--- src/rtl/mem_rr_arbiter.sv ---
// Two-requester round-robin arbiter and sequencer for a shared Memory port.
// Latches the winner, runs the memory handshake with a watchdog, keeps stats.
module mem_rr_arbiter #(
  parameter int DATA_W  = 32,
  parameter int TIMEOUT = 255,
  parameter int CNT_W   = 16
) (
  input  logic              clk,
  input  logic              rst,
  input  logic              req0,
  input  logic [DATA_W-1:0] ins0,
  output logic [DATA_W-1:0] rdata0,
  output logic              done0,
  output logic              err0,
  input  logic              req1,
  input  logic [DATA_W-1:0] ins1,
  output logic [DATA_W-1:0] rdata1,
  output logic              done1,
  output logic              err1,
  output logic              mem_req,
  output logic [DATA_W-1:0] mem_ins,
  input  logic [DATA_W-1:0] mem_rdata,
  input  logic              mem_done,
  output logic [1:0]        grant,
  output logic              busy,
  output logic [CNT_W-1:0]  gnt_cnt0,
  output logic [CNT_W-1:0]  gnt_cnt1,
  output logic [7:0]        timeout_cnt
);

  typedef enum logic [1:0] {
    IDLE,
    WAIT,
    RESP
  } state_t;

  localparam logic [15:0] WD_MAX = 16'(TIMEOUT - 1);

  state_t      state;
  logic        last;
  logic        err_pend;
  logic [15:0] wd;
  logic        take;
  logic        pick;
  logic        owner;

  // Owner is the high grant bit; valid whenever grant is non-zero.
  assign owner = grant[1];

  always_comb begin
    take = req0 | req1;
    pick = (req0 & req1) ? ~last : req1;
  end

  always_ff @(posedge clk or posedge rst) begin
    if (rst) begin
      state       <= IDLE;
      last        <= 1'b1;
      err_pend    <= 1'b0;
      wd          <= '0;
      rdata0      <= '0;
      rdata1      <= '0;
      done0       <= 1'b0;
      done1       <= 1'b0;
      err0        <= 1'b0;
      err1        <= 1'b0;
      mem_req     <= 1'b0;
      mem_ins     <= '0;
      grant       <= 2'b00;
      busy        <= 1'b0;
      gnt_cnt0    <= '0;
      gnt_cnt1    <= '0;
      timeout_cnt <= '0;
    end else begin
      done0 <= 1'b0;
      done1 <= 1'b0;
      err0  <= 1'b0;
      err1  <= 1'b0;
      unique case (state)
        IDLE: begin
          if (take) begin
            mem_ins <= pick ? ins1 : ins0;
            grant   <= pick ? 2'b10 : 2'b01;
            mem_req <= 1'b1;
            busy    <= 1'b1;
            wd      <= '0;
            state   <= WAIT;
          end
        end
        WAIT: begin
          wd <= wd + 16'd1;
          // A done in the expiry cycle still counts as success.
          if (mem_done) begin
            if (owner) begin
              rdata1 <= mem_rdata;
              done1  <= 1'b1;
            end else begin
              rdata0 <= mem_rdata;
              done0  <= 1'b1;
            end
            err_pend <= 1'b0;
            mem_req  <= 1'b0;
            state    <= RESP;
          end else if (wd == WD_MAX) begin
            if (owner) begin
              done1 <= 1'b1;
              err1  <= 1'b1;
            end else begin
              done0 <= 1'b1;
              err0  <= 1'b1;
            end
            err_pend <= 1'b1;
            mem_req  <= 1'b0;
            state    <= RESP;
          end
        end
        RESP: begin
          last <= owner;
          if (err_pend) begin
            if (timeout_cnt != 8'hFF)
              timeout_cnt <= timeout_cnt + 8'd1;
          end else if (owner) begin
            if (gnt_cnt1 != '1)
              gnt_cnt1 <= gnt_cnt1 + 1'b1;
          end else begin
            if (gnt_cnt0 != '1)
              gnt_cnt0 <= gnt_cnt0 + 1'b1;
          end
          grant <= 2'b00;
          busy  <= 1'b0;
          state <= IDLE;
        end
        default: state <= IDLE;
      endcase
    end
  end

endmodule
--- config.mk ---
export PLATFORM = sky130hd
export DESIGN_NAME = mem_rr_arbiter
export DESIGN_NICKNAME = d
export VERILOG_FILES = /design/src/rtl/mem_rr_arbiter.sv
export SDC_FILE = /design/constraint.sdc
export NUM_CORES = 1
export LEC_CHECK = 0
export BUFFER_PORTS_ARGS = -buffer_cell sky130_fd_sc_hd__buf_4
export CORE_ASPECT_RATIO = 0.5
export CORE_MARGIN = 2
export CORE_UTILIZATION = 50
export DETAILED_ROUTE_END_ITERATION = 16
export PLACE_DENSITY = 0.92
export SLEW_MARGIN = 20
export SYNTH_ARGS = -nofsm -noshare
export SYNTH_HDL_FRONTEND = slang
export SYNTH_SLANG_ARGS = --single-unit
export TNS_END_PERCENT = 20
--- constraint.sdc ---
create_clock -name clk -period 6.15 [get_ports clk]
set_input_delay 1.23 -clock clk [delete_from_list [all_inputs] [get_ports clk]]
set_output_delay 1.23 -clock clk [all_outputs]
set_load 0.05 [all_outputs]
---- Word-level counts from Yosys, hierarchy flattened ----
Cells that the tools add are included.
cells by class
  add/subtract/negate cells ............... 4
  equality and inequality tests ........... 8
  mux-type cells .......................... 30
  bitwise operators ....................... 5
  reduce and logical (&&, ||, !) cells .... 15
operator list
  kind                                            number
  adder 16 x 1 -> 16 bit, second input constant   3
  2-to-1 mux 32 bit                               1
  inequality test 16 bit, second input constant   2
  one-hot mux 16 bit (2 select lines)             1
  2-to-1 mux 1 bit                                18
  == test 16 x 8 -> 1 bit, second input constant  1
  2-to-1 mux 16 bit                               1
  AND reduction 3 bit                             4
  2-to-1 mux 2 bit                                5
  AND reduction 2 bit                             5
  adder 8 x 1 -> 8 bit, second input constant     1
  inequality test 8 bit, second input constant    1
  one-hot mux 2 bit (2 select lines)              2
  AND reduction 4 bit                             2
  nonzero test 2 bit                              3
  one-hot mux 1 bit (2 select lines)              2
  inequality test 3 bit, second input constant    1
  NOT 1 bit                                       3
  == test 2 x 1 -> 1 bit, second input constant   1
  == test 2 bit, second input constant            1
  logical NOT 2 bit                               1
  inequality test 2 bit, second input constant    1
  AND 1 bit                                       1
  OR 1 bit                                        1
word-level totals
  output and inout port bits .............. 144
  word-level logic and storage cells ...... 79
  flip-flop bits (word level) ............. 164

---- Longest topological paths before layout ----
Gate-level depths: netlist of run 1.
  depth after elaboration ................. 5
  depth in mapped cells ................... 6
  mapped depth without buffers ............ 6

---- Worst setup path before layout of run 1 ----
No wires, ideal clock.
  path kind ............................... input-to-reg
  start point ............................. in req1
  end point ............................... reg wd[10]
  data required time ...................... 6.040 ns
  arrival ................................. 2.203 ns
  stages .................................. 6
  path slack .............................. 3.837 ns
  path through ............................ nor2_1 -> or3_1 -> clkbuf_1 -> clkbuf_1 -> o311ai_0 -> o41ai_1
between the ends
  word-level cells in the longest chain between the ends .. 3
RTL lines
  what                             line  text
  start: declaration               15    input logic req1,
  OR 1 bit                         51    take = req0 | req1;
  inequality test 2 bit (no line)  -
  AND reduction 2 bit (no line)    -
  end signal: assignment           91    wd <= wd + 16'd1;
  end: declaration                 42    logic [15:0] wd;
No other way between the ends.
A chain may end at the register's enable or synchronous reset.

---- Worst setup path in the final report of run 1 ----
  start point ............................. reg grant[1]
  end point ............................... out grant[1]
RTL lines
  what                      line  text
  start: declaration        24    output logic [1:0] grant,
  start signal: assignment  83    grant <= pick ? 2'b10 : 2'b01;
No word-level cell between the ends.

==> flow_summary.yaml, run 1 <==
sta:
  min_period_ns: 2.490
  fin_setup_tns_ns: 0
  setup_viol: 0
  rsz0062_at_grt: "no"
  worstMarginPinSlew_ns: 1.062
  min_period_over_period_pct: 40.49
  fin_skew_ns: 0.01047
  slew_viol_final: 0
  clock.fmax_ghz: 0.4016
  relSlewSlack_pct: 28.42
  hold_viol: 0
grt:
  met3_usage_pct: 6.100
  use_met2_pct: 45.02
  use_met1_pct: 27.83
  grt_pass1_vias: 5827
  grt_pass1_wl_microns: 29280
  grt_max_degree: 108
  grt.total_usage_pct: 24.22
  grt_antenna_before_repair: 0
  grt_busiest_layer: "met2"
  grt-ovfl-total: 0
finish:
  finalCoreUtilization_pct: 70.68
  nFillCells: 946
  nets: 930
  multiInputGateArea_sq_um: 2877
  antennaDiodeCount: 0
  area_growth_pct: 36.35
  layout-drive-gt1-share_pct: 43.37
  seq_area_sq_um: 4105
  layoutNonFillerInstCount: 1029
place:
  dp.final_hpwl_microns: 13080
  place_congestion: 0.8165
  port_buffers: 244
  dpl.cell_count: 997
floorplan:
  start_util_pct: 51.84
  die_area_sq_um: 15270
  die_h_microns: 88.39
  die_w_microns: 172.8
  boundaryPins: 245
  fp.coreArea_sq_um: 13740
  num_rows: 30
worst_setup_path:
  timing.rr.end: "gnt_cnt0[1]$_DFFE_PP0P_"
  critPathMaxStageDelay_ns: 0.57
  slowest_stage: "dfrtp_1"
  crit_type: "reg2out"
  arrival_ns: 1.26
  cp-end-kind: "output port"
  critPathRequiredTime_ns: 4.92
  worstReg2RegStart: "gnt_cnt0[9]$_DFFE_PP0P_"
  regToRegSetupSlack_ns: 3.73
  path_cells: "buf_4"
  cp-start-kind: "flip-flop"
  cp_max_fo: 10
  r2r_cells: 4
  crit_buf_inv: 1
  critPathTopFamily: "flip-flops"
logic_synthesis:
  ys_top_cells_by_area: "dfrtp_1 (57%), mux2_2 (11%), mux2i_1 (5.6%), nand2_1 (3.4%), xor2_1 (3.0%)"
  avgSynthCellArea_sq_um: 12.19
  async_reset_ff_share_pct: 100.0
  synthCells: 584
  synth_common_cells: "dfrtp_1 (163), mux2_2 (69), nand2_1 (65)"
  syn_area_sq_um: 7122
  yosysTopAreaCell: "dfrtp_1"
  synth_seq_area_share_pct: 57.64
  ys_warn_count: 0
  synth_edf_count: 0
  syn_nets: 690
  ys_seq_elements: 164
  synth_ff_type: "dfrtp_1"
  synth.distinct_cells: 57
  netlist.area_leader.share_pct: 57.27
  synth_most_common_cell: "dfrtp_1"
drt:
  dr.pass1.iters: 5
  wl_microns: 18660
  ant_nets: 0
  via_per_inst: 5.454
  drt_iter0_drc: 297
  vias: 5612
  drc: 0
  wire_per_inst_microns: 18.14
cts:
  cts_sinks: 164
  cts.path.max_buffers: 2
  post_cts_resized: 0
  cts_setup_buffers: 0
  ctsHtreeMaxLevel: 4
  root_buffer: "clkbuf_16"
  numCtsBuffers: 17
  cts_tree: "yes"
  postCtsHoldBufs: 0
  insertion_delay_ns: 0.42
  clkTransAtPathRegs_ns: 0.07
min_path:
  hold_depth: 1
  hold_path_end: "wd[15]$_DFFE_PP0P_"
  hold_class: "reg2reg"
  hold_start: "wd[15]$_DFFE_PP0P_"
power:
  p_per_area_nw_per_um2: 568.4
  irDropWorstVdd_uv: 470.5
  leakage_nw: 4.781
status:
  status: "finished, final reports clean"
job:
  cap_violations: 0
==> registers in the layout (all words and copies together) (netlist names) <==
name,flops
grant,2
err1,1
rdata0,32
mem_req,1
rdata1,32
done1,1
err_pend,1
timeout_cnt,8
wd,16
err0,1
gnt_cnt1,16
mem_ins,32
gnt_cnt0,16
state,2
last,1
busy,1
done0,1
==> cells by family (layout without fill, tap and decap cells) <==
logic type               Yosys count  in the layout  share of synthesized area (%)
AO/OA/AOI/OAI                     70             70                          5.991
XOR/XNOR                          31             31                          3.812
adder cells (fa/ha/maj)            5              5                         0.8784
buffers and inverters             34            287                          2.143
flip-flops                       164            164                          57.64
multiplexers                     110            110                          16.69
AND/OR/NAND/NOR                  170            170                          12.84
==> per-layer routing <==
metal / part of all wire [%] / routed length [microns]
met5: 0 / 0
met1: 39 / 7347
met4: 1.9 / 359
met2: 53 / 9938
met3: 5.5 / 1019
==> report_power, final <==
part           total [mW]  leakage (nW)  switching [mW]  internal [mW]
combinational        2.69          2.42            1.85          0.848
sequential           1.75          2.07           0.285           1.46
clock                1.08         0.293           0.465          0.611
==> worst max path at each step <==
stage,start,endpoint,depth (start not counted)
finish,grant[1]$_DFFE_PP0P_,grant[1],1
global route,rst,rdata0[3]$_DFFE_PP0P_,3
CTS,req0,wd[10]$_DFFE_PP0P_,5
detailed placement,req0,wd[10]$_DFFE_PP0P_,5
global placement,req0,wd[10]$_DFFE_PP0P_,5
floorplan,rst,busy$_DFFE_PP0P_,1
==> cell usage in the layout, fill, tap and decap left out, drive strengths merged, types with 4 or more instances in the layout <==
cell,Yosys,layout
o21ai,40,40
nand4,17,17
clkinv,0,5
xnor2,7,7
buf,15,248
a21oi,7,7
clkbuf,12,17
mux2,70,70
ha,5,5
mux2i,40,40
and4,5,5
nor3,12,12
nand2,65,65
and3,8,8
nor4,5,5
o211ai,4,4
inv,7,14
xor2,24,24
nor2,15,15
nand3,23,23
dfrtp,163,163
==> metrics by stage <==
stage               power, mW  setup WS (ns)  cell area (sq um)  hold slack [ns]
floorplan               3.571         0.4883               7122           0.4460
global placement        4.346          3.167               9111           0.4647
detailed placement      4.444          3.119               9111           0.4767
CTS                     5.537          3.528               9707           0.4850
global route            5.732          3.528               9711           0.5030
finish                  5.519          3.660               9711           0.4805
==> layout make-up <==
type	count	area share, %
Clock inverter	15	1.752
Timing Repair Buffer	248	19.17
Multi-Input combinational cell	386	29.62
Sequential cell	164	42.28
Tap cell	192	2.474
Inverter	7	0.3221
Clock buffer	17	4.381
Power figures use the tool's default switching activity.
==> inputs of run 2 (changes only) <==
==> constraint.sdc (replaced) <==
create_clock -name clk -period 2.3 [get_ports clk]
set_input_delay 0.46 -clock clk [delete_from_list [all_inputs] [get_ports clk]]
set_output_delay 0.46 -clock clk [all_outputs]
set_load 0.05 [all_outputs]
==> flow_summary.yaml, run 2 (synthesized netlist as in run 1, its figures left out) <==
grt:
  use_met2_pct: 43.45
  grt_pass1_wl_microns: 29180
  grt-ovfl-total: 0
  grt.total_usage_pct: 24.04
  grt_pass1_vias: 5746
  met3_usage_pct: 5.198
  use_met1_pct: 29.11
  grt_max_degree: 96
  grt_antenna_before_repair: 0
  grt_busiest_layer: "met2"
sta:
  setup_viol: 0
  slew_viol_final: 0
  fin_skew_ns: 0.01210
  min_period_ns: 2.069
  rsz0062_at_grt: "no"
  hold_viol: 0
  clock.fmax_ghz: 0.4832
  min_period_over_period_pct: 89.97
  relSlewSlack_pct: 58.57
  worstMarginPinSlew_ns: 0.6158
drt:
  via_per_inst: 5.415
  wl_microns: 18140
  wire_per_inst_microns: 17.52
  drc: 0
  vias: 5605
  ant_nets: 0
  drt_iter0_drc: 386
  dr.pass1.iters: 5
cts:
  cts_sinks: 164
  numCtsBuffers: 17
  cts_tree: "yes"
  insertion_delay_ns: 0.42
  clkTransAtPathRegs_ns: 0.07
  cts.path.max_buffers: 2
  root_buffer: "clkbuf_16"
  ctsHtreeMaxLevel: 4
power:
  pwr-share-seq_pct: 31.4
  p_comb_share_pct: 49.2
  leakage_nw: 4.818
  power_switching_mw: 6.898
  p_clk_share_pct: 19.4
  p_per_area_nw_per_um2: 1506
  irDropWorstVdd_uv: 1143
  p_int_mw: 7.863
  netSwitchingFraction_pct: 46.73
floorplan:
  die_w_microns: 172.8
  start_util_pct: 51.84
  die_h_microns: 88.39
  fp.coreArea_sq_um: 13740
  boundaryPins: 245
  num_rows: 30
  die_area_sq_um: 15270
finish:
  area_growth_pct: 37.63
  layoutNonFillerInstCount: 1035
  antennaDiodeCount: 0
  reg_top3: "mem_ins x32, rdata0 x32, rdata1 x32"
  nets: 936
  final_cell_mix: "buf_4 (250), dfrtp_1 (163), mux2_2 (69)"
  design_area_sq_um: 9802
  final_common_cell: "buf_4"
  layout-drive-gt1-share_pct: 43.89
job:
  cap_violations: 0
worst_setup_path:
  worstReg2RegStart: "state[0]$_DFFE_PP0P_"
  critPathTopFamily: "simple AND/OR/NAND/NOR gates"
  crit_type: "reg2reg"
  arrival_ns: 2.40
  timing.rr.end: "wd[14]$_DFFE_PP0P_"
  slowest_stage: "dfrtp_1"
  cp-start-kind: "flip-flop"
  cp-end-kind: "flip-flop"
  critPathMaxStageDelay_ns: 0.53
  crit_buf_inv: 0
  path_cells: "nor2b_2, nand4_2, nor4b_1, mux2i_1"
  cp_max_fo: 12
  regToRegSetupSlack_ns: 0.23
  r2r_cells: 4
  critPathRequiredTime_ns: 2.63
place:
  dpl.cell_count: 1003
  dp.final_hpwl_microns: 12990
  dpl-instance-area_sq_um: 9205
  port_buffers: 244
  place_congestion: 0.7872
status:
  status: "finished, final reports clean"
min_path:
  hold_class: "in2async"
[run 2: worst max-delay path by stage]
| stage | from | to | slack (ns) | cells after the start |
|---|---|---|---|---|
| 2_1_floorplan | rst | busy$_DFFE_PP0P_ | -0.24 | 1 |
| 3_3_place_gp | state[0]$_DFFE_PP0P_ | wd[14]$_DFFE_PP0P_ | 0.34 | 4 |
| 3_5_place_dp | state[0]$_DFFE_PP0P_ | wd[12]$_DFFE_PP0P_ | 0.21 | 4 |
| 4_1_cts | state[0]$_DFFE_PP0P_ | wd[14]$_DFFE_PP0P_ | 0.06 | 4 |
| 5_1_grt | state[0]$_DFFE_PP0P_ | wd[14]$_DFFE_PP0P_ | 0.11 | 4 |
| 6_report | state[0]$_DFFE_PP0P_ | wd[14]$_DFFE_PP0P_ | 0.23 | 4 |
[run 2: power by group through the flow]
| stage | combinational [mW] | clock [mW] | sequential [mW] |
|---|---|---|---|
| 2_1_floorplan | 1.68 | 0 | 7.87 |
| 3_3_place_gp | 7.10 | 0 | 4.58 |
| 3_5_place_dp | 7.29 | 0 | 4.65 |
| 4_1_cts | 7.30 | 2.90 | 4.63 |
| 5_1_grt | 7.58 | 3.06 | 4.76 |
| 6_report | 7.26 | 2.87 | 4.63 |
[run 2: timing repair]
item                                    in CTS  in global routing
hold buffers                                 0                  0
setup buffers                                0                  0
endpoints found under the setup margin       0                  1
gates resized for setup                      0                  1
[run 2: layout make-up]
type | instances | area [sq um]
clock buffer | 17 | 425.4
clock inverter | 15 | 168.9
fill | 921 | 3936
inverter | 7 | 30.03
multi-input combinational | 386 | 2875
sequential | 164 | 4105
tap | 192 | 240.2
timing repair buffer | 254 | 1957
[run 2: metrics by stage]
step | setup TNS [ns] | power, mW | utilization, % | worst slack [ns] | hold slack, ns
6_report | 0 | 14.76 | 71.35 | 0.2306 | 0.1954
5_1_grt | 0 | 15.40 | 71.35 | 0.1138 | 0.2184
4_1_cts | 0 | 14.83 | 71.33 | 0.06076 | 0.1970
3_5_place_dp | 0 | 11.94 | 67.00 | 0.2126 | 0.4714
3_3_place_gp | 0 | 11.68 | 67.00 | 0.3379 | 0.4664
2_1_floorplan | -39.77 | 9.550 | - | -0.2440 | 0.4460
[run 2: metal layers]
metal  vias up  part of all wire, %
li1       2593                    -
met1      2786                   41
met2       196                   52
met3        30                  5.3
met4         0                  2.1
met5         -                    0
[run 2: tightest hold or removal path, stage by stage]
cell and delay, ns:
buf_4 0.12, clkinvlp_4 0.10, buf_12 0.33
==> inputs of run 3 (changes only) <==
==> constraint.sdc (replaced) <==
create_clock -name clk -period 2.67 [get_ports clk]
set_input_delay 0.534 -clock clk [delete_from_list [all_inputs] [get_ports clk]]
set_output_delay 0.534 -clock clk [all_outputs]
set_load 0.05 [all_outputs]
==> flow_summary.yaml, run 3 (synthesized netlist as in run 1, its figures left out) <==
drt:
  wire_per_inst_microns: 17.87
  vias: 5524
  ant_nets: 0
  drc: 0
  drt_iter0_drc: 390
  dr.pass1.iters: 4
  via_per_inst: 5.342
  wl_microns: 18480
finish:
  area_growth_pct: 37.58
  reg_top3: "mem_ins x32, rdata0 x32, rdata1 x32"
  antennaDiodeCount: 0
  design_area_sq_um: 9798
  nets: 935
  final_common_cell: "buf_4"
  final_cell_mix: "buf_4 (250), dfrtp_1 (163), mux2_2 (69)"
  layoutNonFillerInstCount: 1034
  finalCoreUtilization_pct: 71.32
  layout-drive-gt1-share_pct: 43.71
worst_setup_path:
  worstReg2RegStart: "state[0]$_DFFE_PP0P_"
  critPathCapture: "rdata0[7]$_DFFE_PP0P_"
  r2r_cells: 4
  cp-end-kind: "flip-flop"
  critPathRequiredTime_ns: 2.97
  regToRegSetupSlack_ns: 0.39
  crit_type: "reg2reg"
  cp_max_fo: 32
  cp-start-kind: "flip-flop"
  arrival_ns: 2.57
  timing.rr.end: "rdata0[7]$_DFFE_PP0P_"
  startpoint: "state[0]$_DFFE_PP0P_"
power:
  p_comb_share_pct: 49.0
  irDropWorstVdd_uv: 905.2
  netSwitchingFraction_pct: 46.59
  pwr-share-seq_pct: 31.3
  p_int_mw: 6.830
  power_switching_mw: 5.957
  p_clk_share_pct: 19.8
  leakage_nw: 4.821
  p_per_area_nw_per_um2: 1305
grt:
  grt_max_degree: 103
  grt_pass1_vias: 5812
  grt_pass1_wl_microns: 29730
  grt-ovfl-total: 0
  grt_antenna_before_repair: 0
  grt.total_usage_pct: 24.70
floorplan:
  fp.coreArea_sq_um: 13740
  die_area_sq_um: 15270
  boundaryPins: 245
  start_util_pct: 51.84
  die_h_microns: 88.39
  die_w_microns: 172.8
  num_rows: 30
cts:
  cts_sinks: 164
  root_buffer: "clkbuf_16"
  clkTransAtPathRegs_ns: 0.07
  postCtsHoldBufs: 0
  ctsHtreeMaxLevel: 4
  post_cts_resized: 0
  cts.path.max_buffers: 2
  cts_setup_buffers: 0
  insertion_delay_ns: 0.41
  numCtsBuffers: 17
  cts_tree: "yes"
sta:
  slew_viol_final: 0
  min_period_ns: 2.278
  rsz0062_at_grt: "no"
  hold_viol: 0
  worstMarginPinSlew_ns: 0.7130
  clock.fmax_ghz: 0.4390
  fin_setup_tns_ns: 0
  relSlewSlack_pct: 52.03
  min_period_over_period_pct: 85.31
  setup_viol: 0
  fin_skew_ns: 0.008549
  fin_ws_ns: 0.3921
place:
  place_congestion: 0.8342
  port_buffers: 244
  pre_cts_slack_ns: 0.5086
  dp.final_hpwl_microns: 12980
  dpl-instance-area_sq_um: 9185
  dpl.cell_count: 1002
min_path:
  hold_class: "in2async"
job:
  cap_violations: 0
status:
  status: "finished, final reports clean"
[run 3: cell types whose count changed in the layout (fill, tap and decap cells not counted), sizes merged]
cell and delta:
buf -1, clkbuf +2, clkinv -2, clkinvlp -1, inv +1
[run 3: routing by layer]
layer / track usage (%) / share of wire [%] / vias up
met1: 29.05 / 40 / 2738
met5: 0 / 0 / -
li1: - / - / 2586
met3: 5.326 / 5.3 / 27
met4: 10.48 / 2.2 / 0
met2: 45.27 / 53 / 173
[run 3: stage by stage]
| stage | power, mW | hold WS, ns |
|---|---|---|
| floorplan | 8.226 | 0.4460 |
| global placement | 10.05 | 0.4614 |
| detailed placement | 10.27 | 0.4717 |
| CTS | 12.86 | 0.2546 |
| global route | 13.33 | 0.2640 |
| finish | 12.79 | 0.2386 |
[run 3: worst min path at each step]
stage	end	cells after the start
floorplan	wd[15]$_DFFE_PP0P_	1
global placement	wd[15]$_DFFE_PP0P_	1
detailed placement	mem_ins[27]$_DFFE_PP0P_	2
CTS	rdata1[11]$_DFFE_PP0P_	3
global route	rdata1[12]$_DFFE_PP0P_	3
finish	rdata0[11]$_DFFE_PP0P_	3
[run 3: area by class of cell]
| cell class | instances | area, sq um |
|---|---|---|
| tap | 192 | 240.2 |
| clock inverter | 13 | 160.2 |
| clock buffer | 19 | 452.9 |
| sequential | 164 | 4105 |
| multi-input combinational | 386 | 2873 |
| timing repair buffer | 253 | 1937 |
| fill | 941 | 3940 |
| inverter | 7 | 30.03 |
[run 3: power groups by stage]
stage	logic [mW]	registers (mW)	clock network [mW]
after floorplan	1.45	6.78	0
after global placement	6.11	3.94	0
after detailed placement	6.26	4.01	0
after CTS	6.30	4.00	2.56
after global routing	6.53	4.11	2.70
final	6.26	4.00	2.53
[run 3: critical path, stage by stage (launching register included)]
cell     delay (ns)
dfrtp_1        0.53
nor2b_1        0.57
and3_1         0.25
buf_4          0.39
mux2_2         0.40
